==> config.mk <==
export PLATFORM = sky130hd
export DESIGN_NAME = fetch_stage
export DESIGN_NICKNAME = d
export VERILOG_FILES = /design/src/rtl/fetch_stage.sv
export SDC_FILE = /design/constraint.sdc
export NUM_CORES = 1
export LEC_CHECK = 0
export BUFFER_PORTS_ARGS = -buffer_cell sky130_fd_sc_hd__buf_2
export CAP_MARGIN = 40
export CORE_ASPECT_RATIO = 1.5
export CORE_UTILIZATION = 53
export CTS_CLUSTER_SIZE = 10
export DETAILED_ROUTE_END_ITERATION = 16
export HOLD_SLACK_MARGIN = 0.06
export PLACE_DENSITY = 0.87
export SLEW_MARGIN = 5
export SYNTH_ARGS = -nofsm -noshare
export SYNTH_HDL_FRONTEND = slang
export SYNTH_SLANG_ARGS = --single-unit
==> constraint.sdc <==
create_clock -name clk -period 3.1 [get_ports clk]
set_clock_uncertainty 0.15 [all_clocks]
set_input_delay 0 -clock clk [delete_from_list [all_inputs] [get_ports clk]]
set_output_delay 0 -clock clk [all_outputs]
set_load 0.02 [all_outputs]
==> src/rtl/fetch_stage.sv <==
// First pipeline stage: owns the PC, issues in-order instruction reads and
// buffers returned words in a FIFO that feeds decode over done/stall.
module fetch_stage #(
    localparam int unsigned ADDR_WIDTH        = 32,
    localparam int unsigned INSTRUCTION_WIDTH = 32,
    parameter logic [ADDR_WIDTH-1:0] RESET_VECTOR    = 32'h0000_0000,
    parameter int unsigned           MAX_OUTSTANDING = 4
) (
    input  logic                         clk,
    input  logic                         rst,
    input  logic                         redirect_valid,
    input  logic [ADDR_WIDTH-1:0]        redirect_target,
    output logic                         imem_req_valid,
    input  logic                         imem_req_ready,
    output logic [ADDR_WIDTH-1:0]        imem_req_addr,
    input  logic                         imem_resp_valid,
    input  logic [INSTRUCTION_WIDTH-1:0] imem_resp_data,
    input  logic                         imem_resp_error,
    input  logic                         next_stall,
    output logic                         done_next,
    output logic [ADDR_WIDTH-1:0]        program_count_out,
    output logic                         program_count_valid_out,
    output logic [INSTRUCTION_WIDTH-1:0] instruction_data_out,
    output logic                         instruction_data_valid_out
);

    localparam int unsigned PTR_W = $clog2(MAX_OUTSTANDING);
    localparam int unsigned CNT_W = $clog2(MAX_OUTSTANDING + 1);
    localparam int unsigned SUM_W = CNT_W + 1;

    typedef struct packed {
        logic [ADDR_WIDTH-1:0]        pc;
        logic [INSTRUCTION_WIDTH-1:0] insn;
        logic                         insn_valid;
    } fetch_entry_t;

    fetch_entry_t           fifo_q [MAX_OUTSTANDING];
    fetch_entry_t           push_entry;
    fetch_entry_t           head;

    logic [ADDR_WIDTH-1:0]  pc_q, pc_d;
    logic [ADDR_WIDTH-1:0]  resp_pc_q, resp_pc_d;
    logic [CNT_W-1:0]       outstanding_q, outstanding_d;
    logic [CNT_W-1:0]       drop_q, drop_d;
    logic [CNT_W-1:0]       count_q, count_d;
    logic [PTR_W-1:0]       rd_ptr_q, rd_ptr_d;
    logic [PTR_W-1:0]       wr_ptr_q, wr_ptr_d;
    logic                   halted_q, halted_d;

    logic                   active;
    logic                   misaligned;
    logic                   credit_ok;
    logic                   fire;
    logic                   resp_live;
    logic                   resp_keep;
    logic                   fault_push;
    logic                   push;
    logic                   pop;

    // Handshake and bookkeeping strobes; a redirect or reset masks everything.
    always_comb begin
        active     = rst && !redirect_valid;
        misaligned = (pc_q[1:0] != 2'b00);
        credit_ok  = (SUM_W'(outstanding_q) + SUM_W'(count_q)) < SUM_W'(MAX_OUTSTANDING);

        imem_req_valid = active && !halted_q && !misaligned && credit_ok;
        fire           = imem_req_valid && imem_req_ready;

        // Beats with nothing in flight are untracked leftovers and ignored.
        resp_live = imem_resp_valid && (outstanding_q != '0);
        resp_keep = resp_live && (drop_q == '0);

        // Fault entry waits until every live response ahead of it has landed.
        fault_push = active && misaligned && !halted_q && (outstanding_q == drop_q)
                     && (count_q < CNT_W'(MAX_OUTSTANDING));

        done_next = active && (count_q != '0);
        pop       = done_next && !next_stall;
        push      = active && (resp_keep || fault_push);
    end

    always_comb begin
        pc_d          = pc_q;
        resp_pc_d     = resp_pc_q;
        outstanding_d = outstanding_q;
        drop_d        = drop_q;
        count_d       = count_q;
        rd_ptr_d      = rd_ptr_q;
        wr_ptr_d      = wr_ptr_q;
        halted_d      = halted_q;

        push_entry = '{pc: resp_pc_q, insn: imem_resp_data, insn_valid: !imem_resp_error};
        if (fault_push) begin
            push_entry = '{pc: pc_q, insn: '0, insn_valid: 1'b0};
        end

        if (redirect_valid) begin
            // Everything still in flight becomes wrong-path and is dropped on return.
            pc_d          = redirect_target;
            resp_pc_d     = redirect_target;
            outstanding_d = outstanding_q - CNT_W'(resp_live);
            drop_d        = outstanding_q - CNT_W'(resp_live);
            count_d       = '0;
            rd_ptr_d      = '0;
            wr_ptr_d      = '0;
            halted_d      = 1'b0;
        end else begin
            if (fire) begin
                pc_d = pc_q + ADDR_WIDTH'(4);
            end
            outstanding_d = outstanding_q + CNT_W'(fire) - CNT_W'(resp_live);
            if (resp_live && (drop_q != '0)) begin
                drop_d = drop_q - CNT_W'(1);
            end
            if (resp_keep) begin
                resp_pc_d = resp_pc_q + ADDR_WIDTH'(4);
            end
            if (fault_push) begin
                halted_d = 1'b1;
            end
            if (push) begin
                wr_ptr_d = wr_ptr_q + PTR_W'(1);
            end
            if (pop) begin
                rd_ptr_d = rd_ptr_q + PTR_W'(1);
            end
            count_d = count_q + CNT_W'(push) - CNT_W'(pop);
        end
    end

    always_ff @(posedge clk) begin
        if (!rst) begin
            pc_q          <= RESET_VECTOR;
            resp_pc_q     <= RESET_VECTOR;
            outstanding_q <= '0;
            drop_q        <= '0;
            count_q       <= '0;
            rd_ptr_q      <= '0;
            wr_ptr_q      <= '0;
            halted_q      <= 1'b0;
        end else begin
            pc_q          <= pc_d;
            resp_pc_q     <= resp_pc_d;
            outstanding_q <= outstanding_d;
            drop_q        <= drop_d;
            count_q       <= count_d;
            rd_ptr_q      <= rd_ptr_d;
            wr_ptr_q      <= wr_ptr_d;
            halted_q      <= halted_d;
        end
    end

    // Entry storage needs no reset: count gates whether the head is meaningful.
    always_ff @(posedge clk) begin
        if (push) begin
            fifo_q[wr_ptr_q] <= push_entry;
        end
    end

    always_comb begin
        head                       = fifo_q[rd_ptr_q];
        imem_req_addr              = pc_q;
        program_count_valid_out    = done_next;
        program_count_out          = head.pc;
        instruction_data_out       = head.insn;
        instruction_data_valid_out = head.insn_valid;
    end

    resp_has_request: assert property (@(posedge clk) disable iff (!rst)
        imem_resp_valid |-> (outstanding_q != '0));

    fifo_no_overflow: assert property (@(posedge clk) disable iff (!rst)
        push |-> ((count_q < CNT_W'(MAX_OUTSTANDING)) || pop));

endmodule
==> flow_summary_export.csv <==
group,metric,value,unit
grt,pin_count_of_the_biggest_net_entering_global_routing,79,
worst_setup_path,critical_path_required,3.36,ns
clock_tree,htreeDepth,2,
yosys,ys_ff_latch,340,
cells_and_area,final_cells,1605,
floorplan,rows,73,
cells_and_area,final_layout_net_count,1328,
sta,grt_setup_unrepaired,"no",
sta,min_period_over_period,0.9339,
worst_setup_path,timing.critical_path.to_type,"flop",
sta,setup_viol,0,
grt,grt_pass1_vias,9481,
placement,dp_hpwl,20.69,mm
yosys,synth.top_cells.by_area,"sky130_fd_sc_hd__edfxtp_1 54%, sky130_fd_sc_hd__dfxtp_1 11%, sky130_fd_sc_hd__mux4_2 10%",
hold_path,path_class_of_the_lowest_slack_min_delay_path,"input pin to flop",
detailed_routing,drc_errors,0,
yosys,ys_seq_area_frac,0.6488,
pwr,worst_ir_drop_vdd,0.3591,mV
floorplan,fp.coreArea,26670,um2
detailed_routing,ant_nets,0,
grt,grt_use_total,0.2440,
sta,final-max-slew-violation-count,0,
flow_run,cap_viol_max_count,0,
placement,gp_congestion,0.8541,
detailed_routing,number_of_drc_markers_after_the_initial_detailed_route_iteration,733,
sta,period_minus_slack,2.895,ns
clock_tree,worst_setup_hold_path_clk_slew,0.06,ns
grt,grt_pass1_wl,51.13,mm
yosys,synthesis.area_per_instance,14.84,um2
placement,post-place-cells,1453,
grt,antenna_found_initial,0,
worst_setup_path,worstPathMaxFanout,6,
pwr,total_leakage_power,6.262,nW
clock_tree,tritoncts,"built",
sta,slew_headroom,0.4254,
cells_and_area,fraction_of_layout_cells_with_a_size_suffix_above_1,0.2823,
detailed_routing,detailroute.via_count,9406,
yosys,post-synth-top-area-fraction,0.5384,
yosys,synth-edff-count,260,
worst_setup_path,data_arrival_time_of_the_critical_path,3.15,ns
floorplan,initial_core_util,0.5437,
yosys,net_count_of_the_mapped_netlist,1066,
worst_setup_path,setup.worst_path.class,"flop to flop",
sta,hold_slack,0.1679,ns
yosys,number_of_instances_in_the_synthesized_netlist,977,
yosys,ys_dominant_reg_cell,"sky130_fd_sc_hd__edfxtp_1",
floorplan,die-area,28040,um2
cells_and_area,syn_to_final_growth,22.28,%
detailed_routing,viasPerCell,5.860,
floorplan,die_w,137.1,um
sta,total_neg_setup_slack,0,ns
clock_tree,clk-insertion-delay-late,0.52,ns
clock_tree,number_of_sinks_on_the_clock_net,340,
detailed_routing,avgRoutedWirePerCell,20.76,um
yosys,synth-warning-count,0,
clock_tree,cts_root_buffer,"sky130_fd_sc_hd__clkbuf_16",
pwr,power_density,591.9,nW/um2
grt,grt_total_ovfl,0,
yosys,ys_async_sr_fraction,0,
clock_tree,cts_made_buffers,39,
sta,timing.fmax,0.3454,GHz
detailed_routing,drt_pre_antenna_iters,5,
status,status,"completed",
cells_and_area,insertedDiodeCount,0,
sta,worst_pin_slew,0.8620,ns
clock_tree,ctsLongestPathBuffers,3,
pwr,pnr_total_power,10.50,mW
detailed_routing,routed_wl,33.32,mm
yosys,post_synthesis_cell_area,14500,um2
placement,port_buffers,170,
floorplan,pin_count,171,
worst_setup_path,worstSetupStartpointType,"flop",
yosys,synth.largest_area_cell,"sky130_fd_sc_hd__edfxtp_1",
floorplan,die_height,204.6,um
sta,final-hold-violation-count,0,
yosys,netlist-cell-type-count,61,
[cell usage in the layout (no fill, tap or decap), types with 38 or more instances in the layout]
| master | instances |
|---|---|
| sky130_fd_sc_hd__edfxtp_1 | 260 |
| sky130_fd_sc_hd__buf_2 | 170 |
| sky130_fd_sc_hd__dlygate4sd3_1 | 80 |
| sky130_fd_sc_hd__dfxtp_1 | 75 |
| sky130_fd_sc_hd__mux4_2 | 65 |
| sky130_fd_sc_hd__a21oi_1 | 48 |
| sky130_fd_sc_hd__nand2_1 | 42 |
| sky130_fd_sc_hd__nor2_1 | 40 |
| sky130_fd_sc_hd__and2_1 | 40 |
| sky130_fd_sc_hd__clkbuf_16 | 39 |
| sky130_fd_sc_hd__o21ai_0 | 38 |
[logic make-up (layout without fill, tap and decap cells)]
logic type	count (synthesis)	count (layout)	synth area share
xor+xnor	36	36	0.02174
simple gates	269	269	0.1066
mux	99	99	0.1271
compound gates	136	136	0.05582
buf+inv	79	370	0.02338
flops	340	340	0.6488
fa+ha+maj	18	18	0.01657
[report_power, final]
group | internal, mW | switching (mW) | total (mW) | leakage, nW
Clock | 2.36 | 1.69 | 4.05 | 0.527
Sequential | 5.12 | 0.139 | 5.26 | 3.02
Combinational | 0.508 | 0.679 | 1.19 | 2.71
Total | 7.99 | 2.51 | 10.5 | 6.26
[state kept, by name (all words and copies together) (netlist names), named ones only]
| name | count |
|---|---|
| outstanding_q | 3 |
| resp_pc_q | 32 |
| count_q | 3 |
| rd_ptr_q | 2 |
| fifo_q | 260 |
| drop_q | 3 |
| imem_req_addr | 32 |
| halted_q | 1 |
| wr_ptr_q | 2 |
[cell usage after synthesis, drive strengths merged (4+ instances only)]
| cell | number |
|---|---|
| a31oi | 13 |
| inv | 23 |
| ha | 16 |
| a21oi | 48 |
| xnor2 | 19 |
| or3 | 10 |
| o211ai | 4 |
| and4 | 7 |
| a211oi | 11 |
| nand3 | 25 |
| xor2 | 17 |
| nor4 | 11 |
| nand4 | 21 |
| clkbuf | 38 |
| nor2b | 7 |
| mux4 | 65 |
| and3 | 17 |
| o21ai | 38 |
| o21a | 4 |
| or4 | 5 |
| buf | 17 |
| nor3 | 24 |
| and2 | 44 |
| dfxtp | 80 |
| nor2 | 40 |
| mux2 | 31 |
| nand2 | 42 |
| edfxtp | 260 |
[worst paths after layout]
kind,from,end,slack [ns],cells past startpoint
hold / removal,redirect_target[18],resp_pc_q[18],0.17,4
hold reg to reg,resp_pc_q[0],resp_pc_q[0],0.31,2
setup / recovery,outstanding_q[1],outstanding_q[2],0.20,12
setup reg to reg,outstanding_q[1],outstanding_q[2],0.20,12
[worst max-delay path, cell delays in order (launching register included)]
cell and delay, ns:
sky130_fd_sc_hd__dfxtp_2 0.36, sky130_fd_sc_hd__ha_1 0.23, sky130_fd_sc_hd__nor4_2 0.23, sky130_fd_sc_hd__and4b_1 0.29, sky130_fd_sc_hd__nand2_1 0.11, sky130_fd_sc_hd__ha_1 0.30, sky130_fd_sc_hd__inv_1 0.04, sky130_fd_sc_hd__ha_1 0.18
sky130_fd_sc_hd__fa_1 0.38, sky130_fd_sc_hd__xor2_1 0.15, sky130_fd_sc_hd__o21ai_0 0.18, sky130_fd_sc_hd__xnor2_1 0.15, sky130_fd_sc_hd__nor2_1 0.05
[metrics by stage]
step	util	cell area (um2)	setup slack, ns
6_report	0.6649	17730	0.2048
5_1_grt	0.6649	17730	0.07736
4_1_cts	0.6641	17710	0.04495
3_5_place_dp	0.5922	15800	0.2060
3_3_place_gp	0.5922	15800	0.2857
2_1_floorplan	-	14510	0.2079
[repair_timing]
item | in CTS | in global routing
hold endpoints to repair | 211 | 0
hold buffers | 81 | 0
resized for setup | 0 | 5
endpoints found under the setup margin | 0 | 1
buffers inserted | 0 | 2
[cell type report]
class | instances | area, um2
multi-input combinational | 558 | 4770
clock buffer | 67 | 1081
clock inverter | 3 | 26.28
timing repair buffer | 276 | 1926
fill | 1830 | 8939
inverter | 24 | 90.09
tap | 337 | 421.7
sequential | 340 | 9418
[layer usage]
layer,up-vias,GRT usage,part of all wire
li1,4313,-,-
met1,4584,0.2896,0.37
met2,414,0.4300,0.52
met3,95,0.03563,0.062
met4,0,0.1162,0.042
met5,-,0,0
Power figures use the tool's default switching activity.
